$ cat src/rtl/dmem_mmio.sv
// dmem_mmio
// Data-side responder for the single-cycle RISC-V core. It serves the core's
// data-memory port from a word-addressed RAM or from a small MMIO block.
// The MMIO block holds an LED register, a free-running cycle counter and a
// compare timer with a sticky match flag. Reads are combinational and writes
// commit on the rising clock edge.
//
// Ports
//   clk        in   1   single clock, rising edge
//   reset      in   1   asynchronous, active-low
//   MemWrite   in   1   write strobe from the core
//   DataAdr    in  32   byte address; bit 31 selects MMIO (1) or RAM (0)
//   WriteData  in  32   store data
//   ReadData   out 32   load data, combinational
//   Leds       out  8   LED register
//   TimerIrq   out  1   sticky compare-match flag
//
// MMIO map (offset = DataAdr[7:0], bits [1:0] ignored)
//   0x00 LED     RW   [7:0]
//   0x04 CYCLE   RO   free-running 32-bit counter
//   0x08 CMP     RW   compare value
//   0x0C STATUS       bit0 FLAG (RO, write 1 to clear), bit1 EN (RW)
module dmem_mmio #(
    parameter int    DEPTH   = 64,
    parameter string MEMFILE = ""
) (
    input  logic        clk,
    input  logic        reset,
    input  logic        MemWrite,
    input  logic [31:0] DataAdr,
    input  logic [31:0] WriteData,
    output logic [31:0] ReadData,
    output logic [7:0]  Leds,
    output logic        TimerIrq
);

    localparam int AW = $clog2(DEPTH);

    logic [31:0]   r_mem [DEPTH];
    logic [7:0]    r_led;
    logic [31:0]   r_cycle;
    logic [31:0]   r_cmp;
    logic          r_flag;
    logic          r_en;

    logic [AW-1:0] w_idx;
    logic          w_sel_mmio;
    logic          w_ram_we;
    logic          w_wr_led;
    logic          w_wr_cmp;
    logic          w_wr_stat;
    logic          w_match;
    logic [31:0]   w_rdata;
    logic          w_unused_ok;

    assign w_idx      = DataAdr[AW+1:2];
    assign w_sel_mmio = DataAdr[31];

    // Qualifying the RAM write with reset drops any store issued while
    // reset is held, even though the RAM itself is never cleared.
    assign w_ram_we  = MemWrite && !w_sel_mmio && reset;
    assign w_wr_led  = MemWrite && w_sel_mmio && (DataAdr[7:2] == 6'h00);
    assign w_wr_cmp  = MemWrite && w_sel_mmio && (DataAdr[7:2] == 6'h02);
    assign w_wr_stat = MemWrite && w_sel_mmio && (DataAdr[7:2] == 6'h03);

    // Match uses register values from before this edge, so a same-edge
    // write to CMP or EN does not influence it.
    assign w_match = r_en && (r_cycle == r_cmp);

    assign w_unused_ok = &{1'b0, DataAdr[30:8], DataAdr[1:0]};

    always_ff @(posedge clk) begin
        if (w_ram_we) begin
            r_mem[w_idx] <= WriteData;
        end
    end

    always_ff @(posedge clk or negedge reset) begin
        if (!reset) begin
            r_led   <= 8'h00;
            r_cycle <= 32'h0000_0000;
            r_cmp   <= 32'hFFFF_FFFF;
            r_flag  <= 1'b0;
            r_en    <= 1'b0;
        end else begin
            r_cycle <= r_cycle + 32'd1;
            if (w_wr_led) begin
                r_led <= WriteData[7:0];
            end
            if (w_wr_cmp) begin
                r_cmp <= WriteData;
            end
            if (w_wr_stat) begin
                r_en <= WriteData[1];
            end
            // A new match beats a simultaneous write-1-to-clear.
            if (w_match) begin
                r_flag <= 1'b1;
            end else if (w_wr_stat && WriteData[0]) begin
                r_flag <= 1'b0;
            end
        end
    end

    always_comb begin
        w_rdata = 32'h0000_0000;
        if (!w_sel_mmio) begin
            w_rdata = r_mem[w_idx];
        end else begin
            case (DataAdr[7:2])
                6'h00:   w_rdata = {24'h000000, r_led};
                6'h01:   w_rdata = r_cycle;
                6'h02:   w_rdata = r_cmp;
                6'h03:   w_rdata = {30'h0, r_en, r_flag};
                default: w_rdata = 32'h0000_0000;
            endcase
        end
    end

    assign ReadData = w_rdata;
    assign Leds     = r_led;
    assign TimerIrq = r_flag;

endmodule

$ cat config.mk
export PLATFORM = sky130hd
export DESIGN_NAME = dmem_mmio
export DESIGN_NICKNAME = d
export VERILOG_FILES = /design/src/rtl/dmem_mmio.sv
export SDC_FILE = /design/constraint.sdc
export NUM_CORES = 2
export LEC_CHECK = 0
export CORE_UTILIZATION = 42
export CTS_BUF_LIST = sky130_fd_sc_hd__clkbuf_8 sky130_fd_sc_hd__clkbuf_16
export CTS_CLUSTER_SIZE = 40
export DETAILED_ROUTE_END_ITERATION = 12
export SYNTH_ARGS = -nofsm -noshare
export SYNTH_HDL_FRONTEND = slang
export SYNTH_SLANG_ARGS = --single-unit
$ cat constraint.sdc
create_clock -name clk -period 5 [get_ports clk]
set_input_delay 0.75 -clock clk [delete_from_list [all_inputs] [get_ports clk]]
set_output_delay 0.75 -clock clk [all_outputs]
set_load 0.1 [all_outputs]
==> qor.yml <==
crit_slowest_cell: "mux4_2"
synthAdderAreaFrac: 0.000151
cpPeakStageDelay_ns: 0.58
power.density_nw_per_um2: 386
clkTransAtPathRegs_ns: 0.06
via_count: 40661
synth-main-ff-cell: "edfxtp_1"
period_share: 0.941
viasPerCell: 5.84
min_path_type: "in -> async"
clkLatencyLatePin_ns: 0.85
layout-drive-gt1-share: 0.296
grt_pass1_wl_um: 311000
crit_required_ns: 4.25
die_w_um: 446
hpwl_um: 130000
synthSimpleGateAreaFrac: 0.0220
synthArstFlopShare: 0.0349
netlist.area_leader.share: 0.744
start_kind: "primary input"
grt_max_degree: 72
wl_per_cell_um: 31.7
cts_root_buf: "clkbuf_16"
setup_viol_count_final: 0
ios: 108
grt_overflow: 0
ys_seq_area_frac: 0.766
port_buffers: 82
syn_area_per_cell_um2: 21.6
path_max_fanout: 71
cp.arrival_ns: 3.95
path_buf_inv: 4
crit_family: "buffers and inverters"
ys_types: 56
rows: 162
ant_nets: 0
worst_pin_slew_ns: 1.30
synth_top_area_cell: "edfxtp_1"
crit_chain: "buf_8 > buf_12 > mux4_2 > mux2_2 > a21oi_1 > o221ai_1 > buf_4 > buf_12"
synth-compound-area-share: 0.0300
syn_inst: 3836
skew_ns: 0.0143
cp-end-kind: "output pin"
cts_setup_buffers: 0
outcome: "finished clean"
grtUsageTotal: 0.222
hold_viol: 0
crit_start: "DataAdr[2]"
cts_tree: "built"
synthTopCellsByArea: "edfxtp_1 74%, mux4_2 12%, mux2i_1 1.8%, mux2_2 1.5%, dfrtp_1 1.3%"
power_w: 0.0368
grt_setup_unrepaired: "false"
firstDrtPassIters: 8
wirelength_um: 220000
clock_sinks: 2122
cts_buffer_depth: 3
ir_drop_mv: 0.348
htree_levels: 4
area_delta_synth_final_pct: 15.3
tns_ns: 0
syn-cell-area_um2: 82700
synth_warnings: 0
ys_top_cells_by_count: "2048 x edfxtp_1, 450 x mux4_2, 151 x mux2i_1, 142 x nor2_1, 113 x mux2_2"
max_clock_freq_ghz: 0.213
maxCapViolCount: 0
synthXorXnorAreaFrac: 0.00657
initial_core_util: 0.424
cts_buffers: 206
grt_pass1_vias: 40774
antenna_found_initial: 16
synth_most_common_cell: "edfxtp_1"
p_leak_nw: 30.4
synth_enable_flop_cells: 2048
ys_ff_latch: 2122
slew_viol_final: 0
worstReg2RegStart: "r_cycle[3]"
synth_mux_area_frac: 0.159
synth_top_family_by_area: "multiplexers"
period_needed_ns: 4.70
gp_congestion: 0.851
dr.first_iter.drc_count: 4801
cpMostUsedCell: "buf_12"
relSlewSlack: 0.131
drc: 0
worstSetupPathType: "in -> out"
syn-num-nets: 3904
die_area_um2: 199000
core-area_um2: 195000
die_h_um: 446
fin_nets: 4226
[metal layers]
layer / track usage / vias up / share of wire
met3: 0.0337 / 291 / 0.068
li1: - / 16781 / -
met1: 0.309 / 21963 / 0.41
met2: 0.364 / 1622 / 0.49
met4: 0.0611 / 4 / 0.025
met5: 0 / - / 0.00014
[stage by stage]
stage	util	instance area [um^2]	instances	hold slack (ns)	worst slack, ns
floorplan	-	82700	3836	0.454	0.526
CTS	0.488	95300	6956	0.239	0.252
global placement	0.455	88800	6573	0.499	0.287
global route	0.488	95300	6958	0.273	0.247
finish	0.488	95300	6960	0.293	0.296
detailed placement	0.455	88800	6573	0.510	0.262
[state kept, by name (all words and copies together) (netlist names)]
name and flops:
r_mem 2048, r_cmp 32, r_cycle 32, Leds 8, TimerIrq 1, r_en 1
[cell type report]
cell class / instances / area (um^2)
Clock inverter: 170 / 1200
Tap cell: 2624 / 3280
Inverter: 5 / 18.8
Clock buffer: 212 / 5270
Sequential cell: 2122 / 63400
Timing Repair Buffer: 333 / 3680
Fill cell: 15611 / 99900
Antenna cell: 4 / 10.0
Multi-Input combinational cell: 1490 / 18500
[final timing paths]
path	slack, ns	endpoint	cells after the start
max in group asynchronous	3.58	r_cycle[9]	3
min in group clk	0.44	r_mem[12][22]	1
hold reg to reg	0.52	r_cycle[31]	1
hold / removal	0.29	Leds[6]	2
setup / recovery	0.30	ReadData[30]	8
setup reg to reg	2.75	r_cycle[30]	5
[layout by cell type (no fill, tap or decap), drive strengths merged, types with 38 or more instances in the layout]
| cell type | instances |
|---|---|
| o22ai | 39 |
| a22o | 38 |
| mux2 | 113 |
| edfxtp | 2048 |
| a22oi | 56 |
| nor2b | 53 |
| clkinv | 101 |
| xnor2 | 40 |
| mux2i | 151 |
| mux4 | 458 |
| inv | 61 |
| buf | 320 |
| a211oi | 75 |
| nand2 | 49 |
| dfrtp | 42 |
| clkbuf | 212 |
| a21oi | 42 |
| nor2 | 142 |
[kinds of logic after synthesis]
kind of cell               after synthesis
buffers and inverters                  224
muxes                                  722
AOI/OAI and AO/OA                      333
DFF                                   2122
and+or+nand+nor                        372
xor gates and xnor gates                62
adders and majority gates                1
[what timing repair did]
| action | CTS | global route |
|---|---|---|
| hold buffers | 1 | 0 |
| endpoints found under the hold margin | 7 | 0 |
| gates resized for setup | 0 | 0 |
[power by group]
group	switching [W]	leakage [nW]	internal, W
registers	0.0000408	19.3	0.0196
clock network	0.00671	3.37	0.00822
logic	0.00148	7.68	0.000808
total	0.00823	30.4	0.0286
Note: power is estimated with default switching activity, not from simulation.
